## src/rtl/s208_run_ctrl.sv

```systemverilog
// s208_run_ctrl: run controller for the combinational s208 fractional-multiplier core.
// Owns the core state register, steps the core for a bounded number of cycles
// per accepted command, collects the serial output history and hands the
// result back through a valid/ready interface.
//
// state | meaning
// ------+---------------------------------------------------------------
// IDLE  | waiting for a command; cmd_ready high, core inhibited
// CLEAR | one cycle: core state register forced to zero before stepping
// RUN   | one core step per cycle until the counter expires or abort
// DONE  | result held on res_*; waits for res_ready
module s208_run_ctrl #(
  parameter int LEN_W = 8,
  parameter int RES_W = 16
) (
  input  logic             clk,
  input  logic             rst_n,
  input  logic             cmd_valid,
  output logic             cmd_ready,
  input  logic [LEN_W-1:0] cmd_len,
  input  logic [7:0]       cmd_sel,
  input  logic             cmd_clear,
  input  logic             cmd_abort,
  output logic             core_en,
  output logic             core_hold,
  output logic [7:0]       core_sel,
  output logic [7:0]       core_state,
  input  logic [7:0]       core_next,
  input  logic             core_tc,
  input  logic             core_y,
  output logic             res_valid,
  input  logic             res_ready,
  output logic [RES_W-1:0] res_data,
  output logic             res_tc,
  output logic [LEN_W-1:0] res_steps
);

  typedef enum logic [1:0] {
    ST_IDLE  = 2'd0,
    ST_CLEAR = 2'd1,
    ST_RUN   = 2'd2,
    ST_DONE  = 2'd3
  } state_t;

  localparam logic [LEN_W-1:0] STEPS_MAX = '1;
  localparam logic [LEN_W-1:0] CNT_ONE   = LEN_W'(1);

  state_t           state_q, state_d;
  logic [LEN_W-1:0] cnt_q, cnt_d;
  logic [7:0]       core_state_q, core_state_d;
  logic [7:0]       core_sel_q, core_sel_d;
  logic [RES_W-1:0] res_data_q, res_data_d;
  logic             res_tc_q, res_tc_d;
  logic [LEN_W-1:0] res_steps_q, res_steps_d;

  // Register bank: FSM, step counter, core state/select and result fields.
  always_ff @(posedge clk or negedge rst_n) begin
    if (!rst_n) begin
      state_q      <= ST_IDLE;
      cnt_q        <= '0;
      core_state_q <= '0;
      core_sel_q   <= '0;
      res_data_q   <= '0;
      res_tc_q     <= 1'b0;
      res_steps_q  <= '0;
    end else begin
      state_q      <= state_d;
      cnt_q        <= cnt_d;
      core_state_q <= core_state_d;
      core_sel_q   <= core_sel_d;
      res_data_q   <= res_data_d;
      res_tc_q     <= res_tc_d;
      res_steps_q  <= res_steps_d;
    end
  end

  // Next-state and datapath update; every register holds unless its state acts on it.
  always_comb begin
    state_d      = state_q;
    cnt_d        = cnt_q;
    core_state_d = core_state_q;
    core_sel_d   = core_sel_q;
    res_data_d   = res_data_q;
    res_tc_d     = res_tc_q;
    res_steps_d  = res_steps_q;

    unique case (state_q)
      ST_IDLE: begin
        // cmd_ready is a decode of IDLE, so cmd_valid alone completes the handshake here.
        if (cmd_valid) begin
          cnt_d       = cmd_len;
          core_sel_d  = cmd_sel;
          res_data_d  = '0;
          res_tc_d    = 1'b0;
          res_steps_d = '0;
          if (cmd_clear) begin
            state_d = ST_CLEAR;
          end else if (cmd_len == '0) begin
            state_d = ST_DONE;
          end else begin
            state_d = ST_RUN;
          end
        end
      end

      ST_CLEAR: begin
        core_state_d = '0;
        state_d      = (cnt_q == '0) ? ST_DONE : ST_RUN;
      end

      ST_RUN: begin
        // Abort discards this cycle's step, including one that would have been the last.
        if (cmd_abort) begin
          state_d = ST_DONE;
        end else begin
          core_state_d = core_next;
          res_data_d   = {res_data_q[RES_W-2:0], core_y};
          res_tc_d     = res_tc_q | core_tc;
          if (res_steps_q != STEPS_MAX) begin
            res_steps_d = res_steps_q + CNT_ONE;
          end
          cnt_d = cnt_q - CNT_ONE;
          if (cnt_q == CNT_ONE) begin
            state_d = ST_DONE;
          end
        end
      end

      ST_DONE: begin
        if (res_ready) begin
          state_d = ST_IDLE;
        end
      end

      default: begin
        state_d = ST_IDLE;
      end
    endcase
  end

  // Handshake and core control are pure decodes of the FSM register, so they
  // only ever change on a clock edge.
  assign cmd_ready  = (state_q == ST_IDLE);
  assign res_valid  = (state_q == ST_DONE);
  assign core_en    = (state_q == ST_RUN);
  assign core_hold  = (state_q != ST_RUN);

  assign core_sel   = core_sel_q;
  assign core_state = core_state_q;
  assign res_data   = res_data_q;
  assign res_tc     = res_tc_q;
  assign res_steps  = res_steps_q;

endmodule

```

## config.mk

```make
export PLATFORM = sky130hd
export DESIGN_NAME = s208_run_ctrl
export DESIGN_NICKNAME = d
export VERILOG_FILES = /design/src/rtl/s208_run_ctrl.sv
export SDC_FILE = /design/constraint.sdc
export NUM_CORES = 1
export LEC_CHECK = 0
export CAP_MARGIN = 20
export CORE_MARGIN = 8
export CORE_UTILIZATION = 23
export DETAILED_ROUTE_END_ITERATION = 16
export GPL_TIMING_DRIVEN = 0
export PLACE_DENSITY = 0.58
export RECOVER_POWER = 25
export SLEW_MARGIN = 20
export SYNTH_ARGS = -nofsm -noshare
export SYNTH_HDL_FRONTEND = slang
export SYNTH_SLANG_ARGS = --single-unit
```

## constraint.sdc

```tcl
create_clock -name clk -period 2 [get_ports clk]
set_input_delay 0.4 -clock clk [delete_from_list [all_inputs] [get_ports clk]]
set_output_delay 0.4 -clock clk [all_outputs]
set_load 0.02 [all_outputs]
```

==> flow_metrics.py <==
metrics = {
    "outcome": {
        "status": "completed",
    },
    "layout": {
        "post-route-util_pct": 33.9,
        "num-nets-final": 385,
        "layout-drive-gt1-share_pct": 15.1,
        "layout_commonest_cell": "clkdlybuf4s50_1",
        "fin_area_um2": 3620,
        "insertedDiodeCount": 0,
        "area_growth_pct": 45.7,
        "final_cell_mix": "clkdlybuf4s50_1 (70), dfrtp_1 (50), nand2_1 (41)",
    },
    "critical_path": {
        "critPathKind": "reg -> reg",
        "end_kind": "flip-flop",
        "worstPathMaxFanout": 4,
        "worstPathArrival_ns": 2.11,
        "worstPathRequired_ns": 2.19,
        "start_kind": "flip-flop",
    },
    "routing": {
        "drc": 0,
        "finalWirelength_mm": 7.13,
        "wl_per_cell_um": 14.7,
        "ant_nets": 0,
        "first_pass_iters": 4,
        "viasPerCell": 4.53,
        "vias": 2198,
        "drt_iter0_drc": 103,
    },
    "timing": {
        "skew_ns": 0.00865,
        "slew_violations": 0,
        "finalSetupViolCount": 0,
        "slew_headroom_pct": 9.32,
        "rsz0062_at_grt": "true",
        "worst_pin_slew_ns": 1.36,
        "max_freq_mhz": 522,
        "hold_violations": 0,
        "fin_crit_sh_pct": 95.8,
        "fin_crit_ns": 1.92,
    },
    "power": {
        "worst_ir_drop_vdd_uv": 529,
        "power.leakage_nw": 1.58,
        "cellPowerDensity_nw_per_um2": 1370,
    },
    "die": {
        "dieWidth_um": 120,
        "die_h_um": 120,
        "start_util_pct": 23.3,
        "fp-row-count": 38,
        "core_area_um2": 10700,
        "io_pins": 77,
        "dieArea_um2": 14400,
    },
    "yosys": {
        "netlist_area_um2": 2490,
        "synth_cells": 254,
        "synth.avg_cell_area_um2": 9.79,
        "synth_cell_types": 37,
        "syn_nets": 295,
        "seq_area_frac_synth_pct": 51.3,
        "ys_warn_count": 0,
        "synth_seq_cells": 51,
    },
    "place": {
        "dp_hpwl_mm": 5.20,
        "io_buffer_count": 75,
        "gp_congestion": 0.815,
        "dpl_cell_area_um2": 3410,
    },
    "hold_path": {
        "hold_path_class": "in -> async",
    },
    "clocking": {
        "cts_buffer_depth": 2,
        "cts.clk_slew.worst_paths_ns": 0.10,
        "cts_sinks": 51,
        "clock_latency_ns": 0.31,
        "numCtsBuffers": 5,
        "cts-root-buf": "clkbuf_8",
        "cts_htree_levels": 2,
        "cts_tree": "done",
        "ctsHoldBuffers": 0,
    },
    "global_routing": {
        "grt_pass1_vias": 2229,
        "grt_max_degree": 52,
        "grt_antenna_before_repair": 0,
        "grt_first_pass_wirelength_mm": 11.6,
        "grt_usage_pct": 9.99,
        "grt-ovfl-total": 0,
    },
    "job": {
        "drv_cap": 0,
    },
}
==> kinds of logic (layout without fill, tap and decap cells) <==
| family | count (synthesis) | in the layout | synth area share [%] |
|---|---|---|---|
| AO/OA/AOI/OAI | 52 | 52 | 14.0 |
| XOR/XNOR | 4 | 4 | 1.41 |
| adder cells (fa/ha/maj) | 9 | 9 | 4.53 |
| buffers and inverters | 18 | 109 | 2.87 |
| flip-flops | 51 | 51 | 51.3 |
| multiplexers | 10 | 10 | 4.53 |
| AND/OR/NAND/NOR | 110 | 110 | 21.4 |
==> routing by layer <==
| metal | vias to the layer above | routed length [um] | track usage [%] |
|---|---|---|---|
| met1 | 1054 | 3100 | 11.9 |
| li1 | 1068 | - | - |
| met4 | 0 | 29 | 1.64 |
| met2 | 70 | 3450 | 16.6 |
| met5 | - | 0 | 0 |
| met3 | 6 | 556 | 4.32 |
==> path summary, 6_finish.rpt <==
kind	start	end	slack, ns	cells after the start
worst max-delay path	cnt_q[3]$_DFFE_PN0P_	state_q[1]$_DFFE_PN0P_	0.08	5
worst min-delay path	rst_n	res_steps[1]$_DFFE_PN0P_	0.38	1
worst max register to register	cnt_q[3]$_DFFE_PN0P_	state_q[1]$_DFFE_PN0P_	0.08	5
worst min register to register	res_data[15]$_DFFE_PN0P_	res_data[15]$_DFFE_PN0P_	0.48	2
max in group asynchronous	rst_n	cnt_q[2]$_DFFE_PN0P_	0.70	1
min in group clk	res_data[15]$_DFFE_PN0P_	res_data[15]$_DFFE_PN0P_	0.48	2
==> cell usage after synthesis (all sizes together) <==
cell type | instances | area share, %
ha | 9 | 4.5
or3 | 1 | 0.25
nand4 | 1 | 0.25
nor4 | 2 | 0.50
inv | 5 | 0.75
o31ai | 1 | 0.30
nand2 | 42 | 6.3
clkbuf | 7 | 1.1
dfrtp | 51 | 51
nor3 | 3 | 1.5
nand4b | 2 | 0.70
buf | 5 | 0.91
a22oi | 8 | 2.4
nand2b | 5 | 1.3
nand3 | 26 | 5.2
clkinv | 1 | 0.15
nor2b | 2 | 0.50
or4 | 1 | 0.45
o21ai | 11 | 2.2
and4 | 1 | 0.35
and3 | 4 | 1.0
a31oi | 1 | 0.25
nor2 | 20 | 3.0
o211ai | 2 | 0.60
xor2 | 4 | 1.4
a21oi | 17 | 4.0
mux2 | 10 | 4.5
a41oi | 1 | 0.35
o22a | 1 | 0.35
a311oi | 1 | 0.35
a21o | 1 | 0.30
o2bb2ai | 8 | 2.8
==> power by group <==
part / switching (mW) / internal (mW) / leakage (nW) / total [mW]
Combinational: 1.52 / 1.19 / 0.875 / 2.71
Clock: 0.369 / 0.283 / 0.0474 / 0.652
Sequential: 0.260 / 1.34 / 0.662 / 1.60
==> stage by stage <==
stage,setup WS [ns],setup TNS (ns),power (mW),hold slack [ns],instances
final,0.0846,0,4.96,0.381,485
after global routing,-0.0168,-0.0168,5.34,0.516,485
after CTS,-0.00728,-0.00728,4.85,0.163,478
after detailed placement,-0.470,-5.77,4.09,0.459,469
after global placement,-1.21,-66.99,4.07,0.457,469
after floorplan,0.0324,0,3.10,0.104,254
==> timing repair <==
action,in CTS,in global routing
pin swaps,1,1
gates cloned,0,0
buffers inserted,2,7
gates resized for setup,18,16
setup endpoints to repair,31,42
==> registers in the layout, summed over array words and instances, names as in the netlist <==
signal	cells
cnt_q	8
res_data	16
core_state	8
res_steps	8
res_tc	1
core_sel	8
state_q	2
==> area by class of cell <==
type                       instances  area (um^2)
fill                            1121         7070
sequential                        51         1280
multi-input combinational        185         1170
timing repair buffer              84          808
tap                              140          175
clock buffer                       6         82.6
buffer                            11         71.3
inverter                           6         25.0
clock inverter                     2         16.3
==> critical path: stages, from the launching register on <==
cell and delay [ns]:
dfrtp_1 0.42, or4_4 0.57, nor3_4 0.17, a21oi_2 0.11
nor3_4 0.19, mux2_1 0.34
Note: power is estimated with default switching activity, not from simulation.
